$ cat src/rtl/padder_576.sv
`default_nettype none
// ============================================================================
// Module   : padder_576
// Purpose  : Keccak/SHA3 partial-block padder for a 576-bit rate (72 bytes).
//            Keeps the first byte_num message bytes of the word, places the
//            domain-separation byte right after them and zero-fills the rest.
//            The final 0x80 bit is added by the next stage, not here.
//            Result is registered (one cycle latency, full throughput).
// Ports    : clk       - system clock, rising edge
//            rst_n     - asynchronous active-low reset
//            in        - message word, byte 0 = in[575:568] (MSB-first)
//            byte_num  - number of valid message bytes, counted from byte 0
//            in_valid  - capture in/byte_num this cycle
//            out       - padded word (registered)
//            out_valid - one-cycle pulse per accepted input
// Options  : PADDER_SHAKE_EN - pad byte 8'h1F (SHAKE) instead of 8'h06 (SHA3)
// Revision : 1.0 - initial release
// ============================================================================
module padder_576 #(
  parameter int RATE_BITS = 576,
  parameter int NUM_BYTES = RATE_BITS / 8,
  parameter int BN_W      = 11
) (
  input  logic                 clk,
  input  logic                 rst_n,
  input  logic [RATE_BITS-1:0] in,
  input  logic [BN_W-1:0]      byte_num,
  input  logic                 in_valid,
  output logic [RATE_BITS-1:0] out,
  output logic                 out_valid
);

`ifdef PADDER_SHAKE_EN
  localparam logic [7:0] c_PAD_BYTE = 8'h1F;
`else
  localparam logic [7:0] c_PAD_BYTE = 8'h06;
`endif

  logic [RATE_BITS-1:0] w_padded;
  logic [RATE_BITS-1:0] r_out;
  logic                 r_out_valid;

  // Each output byte is an independent full compare of byte_num against its
  // own index, so any byte_num value (including >= NUM_BYTES, where every
  // byte is below byte_num and the word passes through) yields a defined byte.
  for (genvar k = 0; k < NUM_BYTES; k++) begin : g_byte
    localparam logic [BN_W-1:0] c_IDX = BN_W'(k);
    localparam int              c_MSB = RATE_BITS - 1 - 8 * k;

    assign w_padded[c_MSB -: 8] = (byte_num > c_IDX)  ? in[c_MSB -: 8] :
                                  (byte_num == c_IDX) ? c_PAD_BYTE     :
                                                        8'h00;
  end

  always_ff @(posedge clk or negedge rst_n) begin
    if (!rst_n) begin
      r_out       <= '0;
      r_out_valid <= 1'b0;
    end else begin
      r_out_valid <= in_valid;
      if (in_valid) begin
        r_out <= w_padded;
      end
    end
  end

  assign out       = r_out;
  assign out_valid = r_out_valid;

endmodule
`default_nettype wire

$ cat config.mk
export PLATFORM = sky130hd
export DESIGN_NAME = padder_576
export DESIGN_NICKNAME = d
export VERILOG_FILES = /design/src/rtl/padder_576.sv
export SDC_FILE = /design/constraint.sdc
export NUM_CORES = 1
export LEC_CHECK = 0
export BUFFER_PORTS_ARGS = -buffer_cell sky130_fd_sc_hd__buf_2
export CAP_MARGIN = 20
export CORE_AREA = 3 3 454 456
export DETAILED_ROUTE_END_ITERATION = 6
export DIE_AREA = 0 0 457 459
export PLACE_DENSITY_LB_ADDON = 0.1
export SYNTH_ARGS = -nofsm -noshare
export SYNTH_HDL_FRONTEND = slang
export SYNTH_SLANG_ARGS = --single-unit
$ cat constraint.sdc
create_clock -name clk -period 1 [get_ports clk]
set_input_delay 0.25 -clock clk [delete_from_list [all_inputs] [get_ports clk]]
set_output_delay 0.25 -clock clk [all_outputs]
set_load 0.05 [all_outputs]
## Word-level counts from Yosys, hierarchy flattened

Cells that the tools add are included.

| word-level totals | value |
|---|---|
| flip-flop bits (word level) | 577 |
| input port bits | 590 |
| latch bits | 0 |
| bits in writable memories | 0 |
| memory bits (read-only) | 0 |
| memories | 0 |
| logic and storage cells | 290 |

| cells by class | value |
|---|---|
| reductions and logical operators | 1 |
| multiply operators | 0 |
| shifts and indexed selects | 0 |
| add/subtract/negate cells | 0 |
| magnitude comparators | 72 |
| bitwise operators | 0 |
| muxes and demuxes | 144 |
| equality and inequality tests | 71 |
| divide/modulo/power cells | 0 |

Operator list:

| cell | number |
|---|---|
| $mux 8 | 72 |
| $eq 11x6->1 const B | 32 |
| $gt 11x6->1 const B | 32 |
| $mux 3 | 72 |
| $eq 11x5->1 const B | 16 |
| $gt 11x5->1 const B | 16 |
| $eq 11x4->1 const B | 8 |
| $eq 11x7->1 const B | 8 |
| $gt 11x4->1 const B | 8 |
| $gt 11x7->1 const B | 8 |
| $eq 11x3->1 const B | 4 |
| $gt 11x3->1 const B | 4 |
| $eq 11x2->1 const B | 2 |
| $gt 11x1->1 const B | 2 |
| $gt 11x2->1 const B | 2 |
| $eq 11x1->1 const B | 1 |
| $logic_not 11->1 | 1 |

## Depth between registers and ports, before layout

Gate-level depths: netlist (run 1).

| logic depth | value |
|---|---|
| depth in word-level cells | 3 |
| gate-level depth with buffers | 9 |

## Least setup slack after synthesis (run 1)

OpenSTA, ideal clock, no wires.

| timing path | value |
|---|---|
| kind | input -> register |
| start | in byte_num[1] |
| end | reg r_out[201], in the netlist out[201] |
| library setup time | 126 ps |
| buffers on the path | 2 |
| data arrival time | 2,131 ps |
| cell stages on the path | 7 |
| path slack | -1,257 ps |
| cells stage by stage | buf_2 -> or4b_1 -> a2111oi_4 -> nor3_1 -> nor4bb_1 -> clkbuf_1 -> a221o_1 |

| on the way | value |
|---|---|
| cells in the longest elaborated chain, start to end | 3 |
| elaborated cells on any way between the ends | 4 |
| classes of those cells | order compare: 1; eq/ne: 1; mux: 2 |

Ends and longest elaborated chain:

| element | line | text |
|---|---|---|
| start, declared | 27 | `input logic [BN_W-1:0] byte_num,` |
| parallel branches: the longest is 2 deep, another holds $gt 11x6->1 | - |  |
| $mux 8 (*) | 50 | `assign w_padded[c_MSB -: 8] = (byte_num > c_IDX) ? in[c_MSB -: 8] :` |
| end signal, assigned | 62 | `r_out <= w_padded;` |
| end, declared | 40 | `logic [RATE_BITS-1:0] r_out;` |

Mark *: on every way between the ends.
A chain may end at the register's enable or synchronous reset.

## Worst setup path after layout (run 1)

| timing path | value |
|---|---|
| start | in byte_num[10] |
| end | reg r_out[75], in the netlist out[75] |

| on the way | value |
|---|---|
| cells in the longest elaborated chain, start to end | 2 |

Ends and longest elaborated chain:

| element | line |
|---|---|
| $gt 11x6->1 | 50 |
| $mux 8 | 50 |

No other way between the ends.

==> metrics, run 1 <==
dominant cell type by area after synthesis dfrtp_1; setup TNS -600.64 ns; Crit path top cell by count buf_6; Comb pwr share 0.305; post-synthesis xor/xnor area fraction 0.0003720; Hold/Removal Path Class in -> reg; hold path endpoint out[273]$_DFFE_PN0P_; DP Area 0.03820 mm2; status finished, violations left; hold depth 4; CP Capture Type register; die height 459 um; top cells by area, synth dfrtp_1, a22o_1, o2bb2ai_1; vias in the first global route 29350; length of the first detailed-routing pass in iterations 7; CP max stage cell or4_4; cell-internal power 55.33 mW; largest family of logic cells by synthesized area compound AO/OA/AOI/OAI gates; 1st-iter DRT viols 1081; max_cap viols 0; root buf cell clkbuf_16; yosys warns 0; Arr. time, crit path 2.31 ns; Yosys cell types 74; Cell Chain, Critical Path buf_6, or4_4, buf_6, buf_6, a311oi_2, buf_4, nor2_4, buf_12, nand3b_1, buf_6, buf_12, o2bb2ai_2; WP buf/inv 7; register area share after synthesis 0.6133; dpl ws -1.834 ns; RePlAce Congestion 0.7792; sequential share of power 0.325; final net count 5024; Worst Hold Launch in_valid; clock latency at the later pin of the worst-skew pair 0.69 ns; GRT Total Usage 0.1724; final number of setup-violating endpoints 1153; FF-to-FF End out[266]$_DFFE_PN0P_; EDFF count, synth 0; Die W 457 um; IO Port Bufs 1166; Routed Antenna Nets 0; Cell Pwr Density 1564 mW/mm2; final hold violation count 0; total die area 0.2098 mm2; Yosys top cell area share 0.6133; worst r2r src out[266]$_DFFE_PN0P_; asr flop ratio synth 1.000; drt via density 3.762; Util after Layout 0.2676; worst reg-to-reg setup slack 0.03 ns; synthesized cell area 0.02354 mm2; clock share of power 0.370; DRC 0; slew of the pin with the lowest slew margin 0.7566 ns; Starting Density 0.1165; worst setup path class in -> reg; failing checks setup timing; CP max FO 6; post-synthesis compound-gate area fraction 0.2267; CP Launch Type primary input; total net switching power 29.25 mW; num rows 165; Slew HR 0.4956; largest net degree at the start of global routing 108; post-synthesis area per instance 11.28 um2; syn nets 2677; critical path's top delay family buffers and inverters; Fmax 576.9 MHz; Clock Sinks 577; Adder-Cell Fraction of Synth Area 0; PnR worst setup slack -0.7335 ns; Switching Share 0.3458; Critical Path RT 1.58 ns; Worst-path clk slew 0.06 ns; worst reg-to-reg path cell count 2; FF+latch count, synth 577; layout cells sized above 1 0.5190; period utilization 1.734; H-tree levels 3; most frequent cell after synthesis dfrtp_1; ys flop type dfrtp_1; clk buf depth 3; P&R area growth vs syn 129.8%; final WL 188.0 mm; CTS tree done; P_leak 24.60 nW; Commonest cells post-synth dfrtp_1, a22o_1, nand2_1, nor2_1, a21oi_1; HPWL after DPL 150.4 mm; slowest stage delay, CP 0.64 ns; boundary pin count 1167; Hold WS 0.1248 ns; Finished Cell Area 0.05409 mm2; Post-Route Skew 0 ns; Pins Over Slew Limit 0; clock buffer count from CTS 81; initial antenna violation count 53; routed vias 27090; peak supply drop 1.212 mV; proportion of synthesized area in mux cells 0.005102; Post-Synth Simple-Gate Area 0.1184; RSZ-0062 raised after global routing yes; minimum clock period 1.734 ns; GRT overflow 0; core area 0.2021 mm2; routed len/inst 26.11 um; Synth Instances 2087; first-pass GRT wire length 251.8 mm
==> kinds of logic (layout without fill, tap and decap cells) <==
kind of cell    after synthesis  count (layout)
buf+inv                     213            2623
flops                       577             577
compound gates              705             705
mux                          12              12
other cells                   0              31
simple gates                579             579
xor+xnor                      1               1
==> worst min-delay path, cell delays in order <==
cell and delay (ns):
buf_8 0.11, buf_4 0.13, buf_4 0.20, a21oi_1 0.08
==> area by class of cell <==
| class | instances | area (um2) |
|---|---|---|
| clock inverter | 28 | 411.6 |
| clock buffer | 118 | 2417 |
| timing repair buffer | 2430 | 22700 |
| multi-input combinational | 1297 | 10480 |
| inverter | 47 | 190.2 |
| antenna | 31 | 77.57 |
| tap | 2672 | 3343 |
| fill | 21490 | 148000 |
| sequential | 577 | 14470 |
==> power by group through the flow <==
stage | clock network, mW | registers, mW | logic, mW
finish | 31.3 | 27.5 | 25.8
global route | 33.3 | 27.7 | 27.0
CTS | 32.6 | 27.3 | 24.4
detailed placement | 0 | 27.4 | 20.1
global placement | 0 | 27.5 | 20.1
floorplan | 0 | 34.7 | 3.37
==> timing repair <==
item,CTS,global route
setup buffers,148,128
hold buffers,578,0
resized for setup,888,777
gates cloned,5,1
setup endpoints to repair,1147,1153
hold endpoints to repair,1153,0
pin swaps,118,63
==> how the worst max path moves through the flow <==
| stage | start | endpoint | slack, ns | depth (start not counted) |
|---|---|---|---|---|
| 4_1_cts | out[360]$_DFFE_PN0P_ | out[360] | -0.71 | 1 |
| 3_5_place_dp | byte_num[3] | out[339]$_DFFE_PN0P_ | -1.83 | 10 |
| 3_3_place_gp | byte_num[3] | out[336]$_DFFE_PN0P_ | -1.91 | 10 |
| 2_1_floorplan | byte_num[8] | out[136]$_DFFE_PN0P_ | -1.18 | 7 |
| 6_report | byte_num[10] | out[75]$_DFFE_PN0P_ | -0.73 | 12 |
| 5_1_grt | byte_num[10] | out[199]$_DFFE_PN0P_ | -0.70 | 11 |
==> cell usage in the layout (no fill, tap or decap), types with 43 or more instances in the layout <==
| cell | instances |
|---|---|
| buf_2 | 583 |
| dlygate4sd3_1 | 578 |
| buf_6 | 576 |
| dfrtp_1 | 551 |
| buf_4 | 507 |
| a22o_1 | 240 |
| nand2_1 | 178 |
| buf_12 | 163 |
| nor2_1 | 152 |
| a21oi_1 | 94 |
| clkbuf_16 | 83 |
| o2bb2ai_1 | 72 |
| o2bb2ai_2 | 61 |
| inv_1 | 43 |
==> state kept, by name (all words and copies together), names as in the netlist <==
signal,count
out_valid,1
out,576
==> metal layers <==
layer / up-vias / GRT usage / wire length [um]
met3: 215 / 0.04938 / 11920
met1: 13430 / 0.1985 / 75060
met5: - / 0 / 140
met2: 972 / 0.3096 / 95430
met4: 24 / 0.04744 / 5443
li1: 12450 / - / -
==> per-stage QoR <==
step | power [mW] | std cells
final | 84.58 | 7200
after global routing | 88.06 | 7187
after CTS | 84.34 | 7049
after detailed placement | 47.48 | 6189
after global placement | 47.55 | 6189
after floorplan | 38.09 | 2087
No activity file was read; power rests on OpenSTA's default activity.
==> run 2: changes to the inputs <==
--- a/config.mk
+++ b/config.mk
@@ -8,9 +8,11 @@
 export BUFFER_PORTS_ARGS = -buffer_cell sky130_fd_sc_hd__buf_2
 export CAP_MARGIN = 20
 export CORE_AREA = 3 3 454 456
+export CTS_BUF_LIST = sky130_fd_sc_hd__clkbuf_2 sky130_fd_sc_hd__clkbuf_4 sky130_fd_sc_hd__clkbuf_8
 export DETAILED_ROUTE_END_ITERATION = 6
 export DIE_AREA = 0 0 457 459
 export PLACE_DENSITY_LB_ADDON = 0.1
+export REMOVE_ABC_BUFFERS = 1
 export SYNTH_ARGS = -nofsm -noshare
 export SYNTH_HDL_FRONTEND = slang
 export SYNTH_SLANG_ARGS = --single-unit
==> run 2 against run 1 <==
  * The flow finishes with violations (hold timing, setup timing)
  * Combinational power is 2% higher
  * Wire length is 2.9% lower
  * Maximum frequency is 4.4% lower
  * First-iteration DRC count is 8.0% lower
  * Critical path type is now reg -> out
  * Largest cell class unchanged
  * Largest power group unchanged
==> metrics, run 2 (synthesis results as in run 1) <==
RSZ-0062 raised after global routing yes; clock buffer count from CTS 121 (+49%); final net count 5366 (+6.8%); RePlAce Congestion 0.7902 (+1.4%); clock share of power 0.349 (-0.021); CTS tree done; boundary pin count 1167 (unchanged); Arr. time, crit path 1.56 ns (-0.75 ns); root buf cell clkbuf_8; clock latency at the later pin of the worst-skew pair 0.87 ns (+0.18 ns); GRT Total Usage 0.1661 (-0.006303); sequential share of power 0.333 (+0.008); slowest stage delay, CP 0.48 ns (-0.16 ns); peak supply drop 0.9611 mV (-21%); layout cells sized above 1 0.4920 (-0.02701); num rows 165 (unchanged); Post-Route Skew 0 ns (unchanged); P&R area growth vs syn 137.4%; Sequential cell area 0.01448 mm2 (about the same); overall power after layout 82.70 mW (-2.2%); Switching Share 0.3534 (+0.007564); setup TNS -620.54 ns (-19.90 ns); CP max FO 2 (-4); Die W 457 um (unchanged); most frequent cells in the layout dlygate4sd3_1, buf_4, buf_6, buf_2, dfrtp_1; status finished, violations left; critical path's top delay family flip-flops; first-pass GRT wire length 246.7 mm (-2.0%); H-tree levels 3 (unchanged); minimum clock period 1.813 ns (+0.07902 ns); total die area 0.2098 mm2 (unchanged); WP buf/inv 1 (-6); final number of setup-violating endpoints 1162 (+0.78%); met2 wire len 87.89 mm (-7.9%); cell-internal power 53.48 mW (-3.4%); CP max stage cell dfrtp_2; Routed Antenna Nets 0 (unchanged); final hold violation count 1 (+1); final WL 182.5 mm (-2.9%); Hold/Removal Path Class in -> reg; Fmax 551.7 MHz (-4.4%); period utilization 1.813 (+0.07902); CP Launch Type register; WL met3 14.04 mm (+18%); slew of the pin with the lowest slew margin 0.8653 ns (+0.1086 ns); die height 459 um (unchanged); Slew HR 0.4213 (-0.07432); Clock Sinks 577 (unchanged); Finished Cell Area 0.05589 mm2 (+3.3%); GRT overflow 0 (unchanged); Util after Layout 0.2765 (+0.008902); commonest non-fill, non-tap cell in the layout dlygate4sd3_1; max_cap viols 0 (unchanged); area of the multi-input gates 0.009938 mm2 (-5.2%); core area 0.2021 mm2 (unchanged); fillers 21440 (-0.20%); DP Area 0.03669 mm2 (-4.0%); max reg flops 576 (unchanged); worst setup path class reg -> out; DRC 0 (unchanged); met1 wire length 73.51 mm (-2.1%); Cell Pwr Density 1480 mW/mm2 (-5.4%); Starting Density 0.1165 (unchanged); vias in the first global route 31020 (+5.7%); routed vias 28330 (+4.6%); routed len/inst 24.13 um (-7.6%); Pins Over Slew Limit 0 (unchanged); clk buf depth 3 (unchanged); drt via density 3.745 (-0.44%); Hold WS -0.04484 ns (-0.1696 ns); IO Port Bufs 1166 (unchanged); failing checks hold timing, setup timing; Comb pwr share 0.319 (+0.014); CP Capture Type output port; HPWL after DPL 140.8 mm (-6.4%); P_leak 25.67 nW (+4.4%); length of the first detailed-routing pass in iterations 5 (-2); Worst-path clk slew 0.06 ns (about the same); Critical Path RT 0.75 ns (-0.83 ns); total net switching power 29.23 mW (about the same); PnR worst setup slack -0.8125 ns (-0.07902 ns); initial antenna violation count 37 (-30%); 1st-iter DRT viols 994 (-8.0%); Highest Signal Layer met5; Cell Chain, Critical Path buf_12; largest net degree at the start of global routing 129 (+19%)
[run 2: metrics by stage]
stage	worst slack (ns)	cells
floorplan	-6.908	1921
detailed placement	-2.165	6160
global placement	-2.208	6160
finish	-0.8125	7563
CTS	-1.005	7372
global route	-0.9321	7558
[run 2: timing repair]
action | 4_1_cts | 5_1_grt
pin swaps | 59 | 118
endpoints found under the hold margin | 1153 | 9
gates cloned | 2 | 4
setup endpoints to repair | 1137 | 1725
hold buffers | 806 | 4
gates resized for setup | 1274 | 271
setup buffers | 190 | 175
[run 2: worst reg2reg max path, delay by kind of cell (launching register included)]
kind | cells | cell delay (ns)
buf+inv | 1 | 0.15
flops | 1 | 0.43
compound gates | 1 | 0.32
[run 2: area by class of cell]
type | instances | area share
antenna | 17 | 0.0007611
clock buffer | 200 | 0.04522
clock inverter | 21 | 0.003403
inverter | 47 | 0.003291
multi-input combinational | 1298 | 0.1778
sequential | 577 | 0.2590
tap | 2672 | 0.05982
timing repair buffer | 2731 | 0.4507
[run 2: path summary, 6_finish.rpt]
check                      slack [ns]  cells past startpoint              endpoint            startpoint
min in group asynchronous        0.04                      3  out[231]$_DFFE_PN0P_                 rst_n
setup / recovery                -0.81                      1               out[91]   out[91]$_DFFE_PN0P_
max in group asynchronous       -0.55                      4  out[429]$_DFFE_PN0P_                 rst_n
hold / removal                  -0.04                      4  out[242]$_DFFE_PN0P_          byte_num[10]
hold reg to reg                  0.51                      1  out[552]$_DFFE_PN0P_  out[552]$_DFFE_PN0P_
setup reg to reg                -0.01                      2  out[226]$_DFFE_PN0P_  out[226]$_DFFE_PN0P_
[run 2: power groups by stage]
stage | logic (mW) | clock network (mW) | registers [mW]
2_1_floorplan | 2.76 | 0 | 34.7
3_3_place_gp | 19.2 | 0 | 27.4
3_5_place_dp | 19.1 | 0 | 27.4
4_1_cts | 25.4 | 30.5 | 27.5
5_1_grt | 27.7 | 31.4 | 27.7
6_report | 26.3 | 28.9 | 27.5
[run 2: per-layer routing]
layer,track usage,vias to the layer above
li1,-,13100
met4,0.06547,10
met5,0,-
met3,0.05765,247
met1,0.1911,13910
met2,0.2816,1057
